## src/rtl/p1v_board_pkg.sv

```systemverilog
// Board-level constants shared by the P1V LED logic.
// Supplies the default PWM and activity-stretch widths used by led_dimmer
// and led_stretch.
package p1v_board_pkg;

  // Default brightness resolution: 3 bits gives an 8-step PWM period.
  localparam int unsigned LED_PWM_BITS     = 3;

  // Default activity stretch: 2^20-1 cycles keeps a short blip visible.
  localparam int unsigned LED_STRETCH_BITS = 20;

endpackage : p1v_board_pkg

```

## src/rtl/led_stretch.sv

```systemverilog
// One LED channel front end.
// Synchronises the raw activity input with two flops. It then stretches
// each pulse so that a one-cycle event is still visible to the eye.
// Build option: LED_DIMMER_STRETCH_EN.
//   When defined, a retriggerable down-counter keeps 'active' high for
//   2^STRETCH_BITS-1 cycles after the synchronised input falls.
//   When undefined, 'active' is simply the synchronised input.
module led_stretch
  import p1v_board_pkg::*;
#(
  parameter int unsigned STRETCH_BITS = LED_STRETCH_BITS
) (
  input  logic clock_160,
  input  logic nres,
  input  logic led_in,
  output logic active
);

  logic sync1_q;
  logic sync2_q;

  if (STRETCH_BITS == 0 || STRETCH_BITS > 24) begin : g_bad_stretch_bits
    $error("led_stretch: STRETCH_BITS must be in 1..24");
  end

  // Two-flop synchroniser; led_in may be asynchronous to clock_160.
  always_ff @(posedge clock_160 or negedge nres) begin
    if (!nres) begin
      sync1_q <= 1'b0;
      sync2_q <= 1'b0;
    end else begin
      sync1_q <= led_in;
      sync2_q <= sync1_q;
    end
  end

`ifdef LED_DIMMER_STRETCH_EN
  logic [STRETCH_BITS-1:0] stretch_cnt_q;
  logic [STRETCH_BITS-1:0] stretch_cnt_d;

  // Reload on activity (retrigger), count down to zero, never wrap.
  always_comb begin
    stretch_cnt_d = stretch_cnt_q;
    if (sync2_q) begin
      stretch_cnt_d = '1;
    end else if (stretch_cnt_q != '0) begin
      stretch_cnt_d = stretch_cnt_q - STRETCH_BITS'(1);
    end else begin
      stretch_cnt_d = '0;
    end
  end

  // Stretch counter register.
  always_ff @(posedge clock_160 or negedge nres) begin
    if (!nres) begin
      stretch_cnt_q <= '0;
    end else begin
      stretch_cnt_q <= stretch_cnt_d;
    end
  end

  assign active = sync2_q | (stretch_cnt_q != '0);
`else
  assign active = sync2_q;
`endif

endmodule : led_stretch

```

## src/rtl/led_dimmer.sv

```systemverilog
// Multi-channel activity LED driver with per-channel PWM brightness.
// A shared free-running PWM counter compares against a per-channel duty.
// The duty is latched once per period so mid-period writes never glitch.
// Each output is gated by that channel's synchronised and optionally
// stretched activity.
// Build option: LED_DIMMER_STRETCH_EN enables the activity stretch in
// led_stretch.
module led_dimmer
  import p1v_board_pkg::*;
#(
  parameter int unsigned NUM_LEDS     = 8,
  parameter int unsigned PWM_BITS     = LED_PWM_BITS,
  parameter int unsigned STRETCH_BITS = LED_STRETCH_BITS
) (
  input  logic                         clock_160,
  input  logic                         nres,
  input  logic [NUM_LEDS-1:0]          led_in,
  input  logic [NUM_LEDS*PWM_BITS-1:0] duty,
  output logic [NUM_LEDS-1:0]          led_out
);

  logic [PWM_BITS-1:0]          pwm_cnt_q;
  logic [PWM_BITS-1:0]          pwm_cnt_d;
  logic [NUM_LEDS*PWM_BITS-1:0] duty_q;
  logic [NUM_LEDS*PWM_BITS-1:0] duty_d;
  logic [NUM_LEDS-1:0]          led_out_q;
  logic [NUM_LEDS-1:0]          led_out_d;
  logic [NUM_LEDS-1:0]          pwm_on;
  logic [NUM_LEDS-1:0]          active;

  if (NUM_LEDS == 0 || NUM_LEDS > 32) begin : g_bad_num_leds
    $error("led_dimmer: NUM_LEDS must be in 1..32");
  end
  if (PWM_BITS == 0 || PWM_BITS > 8) begin : g_bad_pwm_bits
    $error("led_dimmer: PWM_BITS must be in 1..8");
  end

  // Period counter; duty is sampled in the last slot of each period.
  always_comb begin
    pwm_cnt_d = pwm_cnt_q + PWM_BITS'(1);
    if (pwm_cnt_q == '1) begin
      duty_d = duty;
    end else begin
      duty_d = duty_q;
    end
  end

  // PWM counter and latched duty registers.
  always_ff @(posedge clock_160 or negedge nres) begin
    if (!nres) begin
      pwm_cnt_q <= '0;
      duty_q    <= '0;
    end else begin
      pwm_cnt_q <= pwm_cnt_d;
      duty_q    <= duty_d;
    end
  end

  for (genvar i = 0; i < NUM_LEDS; i++) begin : g_ch
    logic [PWM_BITS-1:0] ch_duty;

    assign ch_duty = duty_q[i*PWM_BITS +: PWM_BITS];
    // All-ones means fully on; zero falls out of the compare as always off.
    assign pwm_on[i] = (ch_duty == '1) || (pwm_cnt_q < ch_duty);

    led_stretch #(
      .STRETCH_BITS (STRETCH_BITS)
    ) u_stretch (
      .clock_160 (clock_160),
      .nres      (nres),
      .led_in    (led_in[i]),
      .active    (active[i])
    );
  end

  // Combine activity with the brightness waveform.
  always_comb begin
    led_out_d = active & pwm_on;
  end

  // Registered LED drive.
  always_ff @(posedge clock_160 or negedge nres) begin
    if (!nres) begin
      led_out_q <= '0;
    end else begin
      led_out_q <= led_out_d;
    end
  end

  assign led_out = led_out_q;

endmodule : led_dimmer

```

## config.mk

```make
export PLATFORM = sky130hd
export DESIGN_NAME = led_dimmer
export DESIGN_NICKNAME = d
export VERILOG_FILES = /design/src/rtl/p1v_board_pkg.sv /design/src/rtl/led_stretch.sv /design/src/rtl/led_dimmer.sv
export SDC_FILE = /design/constraint.sdc
export NUM_CORES = 1
export LEC_CHECK = 0
export CORE_UTILIZATION = 54
export CTS_CLUSTER_DIAMETER = 100
export DETAILED_ROUTE_END_ITERATION = 10
export PLACE_DENSITY_LB_ADDON = 0.12
export SYNTH_ARGS = -nofsm -noshare
export SYNTH_HDL_FRONTEND = slang
export SYNTH_HIERARCHICAL = 1
export SYNTH_SLANG_ARGS = --single-unit
export TNS_END_PERCENT = 20
```

## constraint.sdc

```tcl
create_clock -name clock_160 -period 4.2 [get_ports clock_160]
set_clock_uncertainty 0.2 [all_clocks]
set_input_delay 0.84 -clock clock_160 [delete_from_list [all_inputs] [get_ports clock_160]]
set_output_delay 0.84 -clock clock_160 [all_outputs]
set_load 0.005 [all_outputs]
```

==> results of run 1 <==
## flip-flops by register name, summed over array words and instances, names as in the netlist
name                    flops
duty_q                     24
g_ch.u_stretch/active       8
g_ch.u_stretch/sync1_q      8
led_out                     8
pwm_cnt_q                   3
## cell type report
type	instances	area (um2)	area share (%)
clock buffers	5	68.8	2.58
clock inverters	2	37.5	1.41
inverters	17	63.8	2.39
multi-input cells	106	746	28.0
flip-flops and latches	51	1280	47.9
well taps	48	60.1	2.25
repair buffers	42	413	15.5
## power breakdown
| part | internal, mW | switching (mW) |
|---|---|---|
| Combinational | 0.0504 | 0.0308 |
| Sequential | 0.515 | 0.0103 |
| Clock | 0.174 | 0.153 |
## layout by cell type, fill, tap and decap left out, types with 17 or more instances in the layout
| cell | count |
|---|---|
| clkdlybuf4s50_1 | 40 |
| dfrtp_1 | 51 |
| ha_1 | 18 |
| inv_1 | 17 |
| nand2_1 | 24 |
| o21ai_0 | 24 |
## logic make-up (layout without fill, tap and decap cells)
group	after synthesis	after routing
flops	51	51
compound gates	40	40
simple gates	40	40
buf+inv	21	66
fa+ha+maj	18	18
mux	8	8
## path summary, 6_finish.rpt
path                                                     start                                 end  slack [ns]  cells past startpoint
max in group asynchronous                                 nres              duty_q[23]$_DFFE_PN0N_        2.60                      1
min in group asynchronous                                 nres  g_ch[7].u_stretch/active$_DFF_PN0_        0.53                      1
hold reg to reg            g_ch[4].u_stretch/sync1_q$_DFF_PN0_  g_ch[4].u_stretch/active$_DFF_PN0_        0.16                      0
setup reg to reg                        pwm_cnt_q[1]$_DFF_PN0_              duty_q[12]$_DFFE_PN0N_        1.77                      4
setup / recovery                        pwm_cnt_q[1]$_DFF_PN0_              duty_q[12]$_DFFE_PN0N_        1.77                      4
hold / removal             g_ch[4].u_stretch/sync1_q$_DFF_PN0_  g_ch[4].u_stretch/active$_DFF_PN0_        0.16                      0
## worst max-delay path, cell delays in order, from the launching register on
cell     delay, ns
dfrtp_1       0.56
ha_1          0.23
ha_1          0.64
buf_4         0.36
mux2_4        0.32
## cells in the mapped netlist
cell type,instances
dfrtp_1,51
ha_1,18
nand3_1,8
nand2_1,24
o21ai_0,24
clkbuf_1,1
buf_2,2
inv_1,17
a21oi_1,8
buf_6,1
a21boi_0,8
mux2_4,8
nor2b_1,8
## per-layer routing
metal	wire length, um	part of all wire (%)	vias up	track usage (%)
met5	0	0	-	0
met4	109	2.9	0	11.9
met3	165	4.4	12	5.81
met2	1860	50	36	34.2
met1	1600	43	657	23.6
li1	-	-	679	-
## stage by stage
step / cells / hold WS [ns] / area (um2) / setup slack (ns)
4_1_cts: 271 / 0.160 / 2670 / 1.75
3_3_place_gp: 264 / 0.132 / 2560 / 1.88
6_report: 271 / 0.157 / 2670 / 1.77
5_1_grt: 271 / 0.164 / 2670 / 1.56
2_1_floorplan: 178 / 0.131 / 2110 / 2.56
3_5_place_dp: 264 / 0.137 / 2560 / 1.77
==> results.md, run 1 <==
- Status: completed
- Die span in y: 64.5 um
- Drt initial violations: 71
- Final period util: 57.8%
- Clock sinks: 51
- FP Rows: 22
- DR vias: 1384
- Via density: 5.11
- Largest net degree at the start of global routing: 52
- P per Cell Area: 350 nW/um2
- Setup tns final: 0 ns
- Yosys top cell by area: dfrtp_1
- Core region area: 3720 um2
- Synth unique cells: 13
- Pre-antenna DRT Iters: 4
- Synth Register Bits: 51
- Final WL: 3730 um
- Final core occ: 71.7%
- Final ANT Viol Nets: 0
- Die X: 64.5 um
- Crit path launch type: flip-flop
- Crit path arrival time: 2.42 ns
- HPWL after DPL: 2700 um
- Synth Area in XOR/XNOR: 0%
- Syn. warnings: 6
- Fillers: 264
- CP required: 4.19 ns
- RSZ-0062 raised after global routing: no
- Cell area after synthesis: 2110 um2
- HP Class: reg2reg
- Mux cell area share after synthesis: 5.69%
- Worst slew margin: 28.1%
- Hold Buf Count CTS: 0
- Postcts setup bufs: 0
- Max-slew violations: 0
- Worst VDD drop: 260 uV
- H-tree levels: 2
- IO Port Bufs: 41
- CTS tree: built
- Reg clk slew, reported paths: 0.09 ns
- Post-Syn Instances: 178
- Initial antenna violation count: 0
- Worst-skew pair later-pin latency: 0.30 ns
- CP Class: reg2reg
- Register area share after synthesis: 60.5%
- Setup violators final: 0
- Remaining Overflow, GRT: 0
- Total track usage: 20.5%
- GPL Wtd Cong: 0.751
- Ports: 42
- Pwr Total: 0.934 mW
- Endpoint class of the critical path: flip-flop
- Largest fanout on the critical path: 21
- Synth top area cells: dfrtp_1 60%, ha_1 11%, o21ai_0 5.7%
- Number of global-route vias before repair: 1477
- Initial Util: 56.8%
- MaxCap Viol Count: 0
- Die Area: 4160 um2
- Ant. Diodes: 0
- Final hold vios: 0
- Syn_nets: 230
- Layout cells sized above 1: 7.62%
- Fin nets: 275
- Root Driver: clkbuf_8
- Slew @ Worst Pin: 1.08 ns
- Post-synthesis adder-cell area fraction: 10.7%
- Syn avg cell area: 11.9 um2
- Syn-to-layout area delta: 26.3%
- # DRC: 0
- Min Tclk post-route: 2.43 ns
- Simple-Gate Fraction of Synth Area: 8.54%
- Main combinational cell family by area after synthesis: adder cells
- Clock buffer depth: 2
- First-pass GRT wire length: 6280 um
- WL per Instance: 13.8 um
- TritonCTS buffer count: 5
- Synth Area in Compound Gates: 10.4%
- Post-synth top area share: 60.5%
- Highest clock rate: 412 MHz
- Leakage power: 1.23 nW
- CTS resizes: 0
Note: power is estimated with default switching activity, not from simulation.
==> run 2, diff against run 1 <==
--- a/config.mk
+++ b/config.mk
@@ -5,7 +5,7 @@
 export SDC_FILE = /design/constraint.sdc
 export NUM_CORES = 1
 export LEC_CHECK = 0
-export CORE_UTILIZATION = 54
+export CORE_UTILIZATION = 50
 export CTS_CLUSTER_DIAMETER = 100
 export DETAILED_ROUTE_END_ITERATION = 10
 export PLACE_DENSITY_LB_ADDON = 0.12
==> constraint.sdc (replaced) <==
create_clock -name clock_160 -period 2.3 [get_ports clock_160]
set_clock_uncertainty 0.2 [all_clocks]
set_input_delay 0.46 -clock clock_160 [delete_from_list [all_inputs] [get_ports clock_160]]
set_output_delay 0.46 -clock clock_160 [all_outputs]
set_load 0.005 [all_outputs]
==> results.md, run 2 (same netlist as run 1, synthesis figures left out) <==
- Status: completed
- Largest fanout on the critical path: 15 (-29%)
- Pwr Total: 1.64 mW (+76%)
- HPWL after DPL: 2840 um (+5.4%)
- Crit path arrival time: 1.87 ns (-0.55 ns)
- Reg-to-reg critical path startpoint: pwm_cnt_q[0]$_DFF_PN0_
- FP Rows: 23 (+4.5%)
- IO Port Bufs: 41 (unchanged)
- DR vias: 1418 (+2.5%)
- Switching share of power: 23.4% (+2.6 points)
- Total track usage: 19.9% (-0.66 points)
- Crit path launch type: flip-flop
- Fillers: 297 (+13%)
- CP required: 2.29 ns (-1.90 ns)
- Met2 global-route usage: 35.6% (+1.4 points)
- Worst VDD drop: 519 uV (+100%)
- Final core occ: 67.4% (-4.3 points)
- GPL Wtd Cong: 0.727 (-3.2%)
- Most flops, register: duty_q
- Via density: 5.06 (-0.84%)
- Pre-antenna DRT Iters: 4 (unchanged)
- Initial Util: 52.4% (-4.4 points)
- Clock share of power: 32.4% (-2.6 points)
- TritonCTS buffer count: 5 (unchanged)
- CTS tree: built
- Switching pwr: 0.384 mW (+98%)
- Setup crit end: duty_q[12]$_DFFE_PN0N_
- Ports: 42 (unchanged)
- Final period util: 81.7% (+24 points)
- HP Class: reg2reg
- Number of global-route vias before repair: 1429 (-3.2%)
- Max-slew violations: 0 (unchanged)
- Most common cell after layout, fill and taps aside: dfrtp_1
- Min Tclk post-route: 1.88 ns (-0.547 ns)
- Final hold vios: 0 (unchanged)
- Fin nets: 281 (+2.2%)
- Root Driver: clkbuf_8
- Core region area: 4030 um2 (+8.4%)
- Ant. Diodes: 0 (unchanged)
- Drt initial violations: 73 (+2.8%)
- Largest net degree at the start of global routing: 30 (-42%)
- # DRC: 0 (unchanged)
- Met3 usage: 5.31% (-0.50 points)
- Layout cells sized above 1: 10.0% (+2.4 points)
- Final WL: 3820 um (+2.5%)
- Comb pwr share: 9.2% (+0.5 points)
- P_int: 1.26 mW (+70%)
- Setup tns final: 0 ns (unchanged)
- Reg-to-reg slack, setup: 0.42 ns (-1.35 ns)
- Slew @ Worst Pin: 0.553 ns (-0.526 ns)
- H-tree levels: 2 (unchanged)
- CTS resizes: 0 (unchanged)
- CP Class: reg2reg
- Remaining Overflow, GRT: 0 (unchanged)
- Setup slack at placement: 0.441 ns (-1.33 ns)
- R2R depth: 4 (unchanged)
- First-pass GRT wire length: 6310 um (+0.54%)
- CP startpoint: pwm_cnt_q[0]$_DFF_PN0_
- PnR worst setup slack: 0.421 ns (-1.35 ns)
- Die X: 67.0 um (+3.8%)
- Leakage power: 1.26 nW (+2.4%)
- Hold Buf Count CTS: 1 (+1)
- Final ANT Viol Nets: 0 (unchanged)
- Commonest non-fill, non-tap cells in the layout: 51 x dfrtp_1, 40 x clkdlybuf4s50_1, 24 x nand2_1, 24 x o21ai_0, 18 x ha_1
- Die span in y: 67.0 um (+3.8%)
- WL per Instance: 13.7 um (-0.77%)
- Reg-to-Reg End: duty_q[12]$_DFFE_PN0N_
- Clock sinks: 51 (unchanged)
- Syn-to-layout area delta: 28.6%
- Grt peak-use layer: met2
- P per Cell Area: 605 nW/um2 (+73%)
- Worst slew margin: 63.2% (+35 points)
- RSZ-0062 raised after global routing: no
- Reg clk slew, reported paths: 0.10 ns (about the same)
- Initial antenna violation count: 0 (unchanged)
- Die Area: 4490 um2 (+7.8%)
- Met1 Use GR: 21.7% (-1.8 points)
- Endpoint class of the critical path: flip-flop
- Largest register FFs: 24 (unchanged)
- Highest clock rate: 532 MHz (+29%)
- Setup violators final: 0 (unchanged)
- Postcts setup bufs: 0 (unchanged)
- MaxCap Viol Count: 0 (unchanged)
- Hold path start: g_ch[3].u_stretch/sync1_q$_DFF_PN0_
- Seq pwr share: 58.4% (+2.1 points)
- Clock buffer depth: 2 (unchanged)
- Worst-skew pair later-pin latency: 0.31 ns (about the same)
==> run 2: cell types whose count changed in the layout (fill, tap and decap cells not counted) <==
cell	before	now
inv_6	0	2
buf_4	1	5
dlygate4sd3_1	0	1
bufinv_16	1	0
buf_12	0	1
==> run 2: per-layer routing <==
layer / wire length, um / vias up
met1: 1620 / 683
met2: 1960 / 33
li1: - / 694
met5: 0 / -
met4: 71 / 0
met3: 170 / 8
==> run 2: cell type report <==
class                      instances  area [um2]  share of cell area, %
inverter                          17        63.8                   2.35
timing repair buffer              48         473                   17.4
tap                               50        62.6                   2.30
sequential                        51        1280                   47.0
clock inverter                     3        25.0                  0.922
clock buffer                       5        68.8                   2.53
multi-input combinational        106         746                   27.5
==> run 2: power by group through the flow <==
stage | registers, mW | logic, mW | clock network (mW)
CTS | 0.960 | 0.156 | 0.545
global route | 0.965 | 0.171 | 0.585
global placement | 0.975 | 0.148 | 0
finish | 0.960 | 0.152 | 0.532
detailed placement | 0.978 | 0.153 | 0
floorplan | 0.973 | 0.0454 | 0
==> run 2: how the worst min path moves through the flow <==
stage	to	depth (start not counted)
floorplan	duty_q[0]$_DFFE_PN0N_	0
global placement	g_ch[1].u_stretch/active$_DFF_PN0_	0
detailed placement	g_ch[6].u_stretch/active$_DFF_PN0_	0
CTS	g_ch[3].u_stretch/active$_DFF_PN0_	0
global route	g_ch[5].u_stretch/active$_DFF_PN0_	0
finish	g_ch[3].u_stretch/active$_DFF_PN0_	0
==> run 2: critical path, stage by stage, from the launching register on <==
cell	delay, ns
dfrtp_1	0.37
ha_1	0.15
ha_1	0.42
buf_4	0.30
mux2_4	0.32
==> run 2: stage by stage <==
step | hold slack [ns] | instance area [um2] | instances
2_1_floorplan | -0.0356 | 2110 | 178
3_3_place_gp | 0.133 | 2610 | 271
3_5_place_dp | 0.137 | 2610 | 271
4_1_cts | 0.158 | 2720 | 280
5_1_grt | 0.171 | 2720 | 280
6_report | 0.156 | 2720 | 280
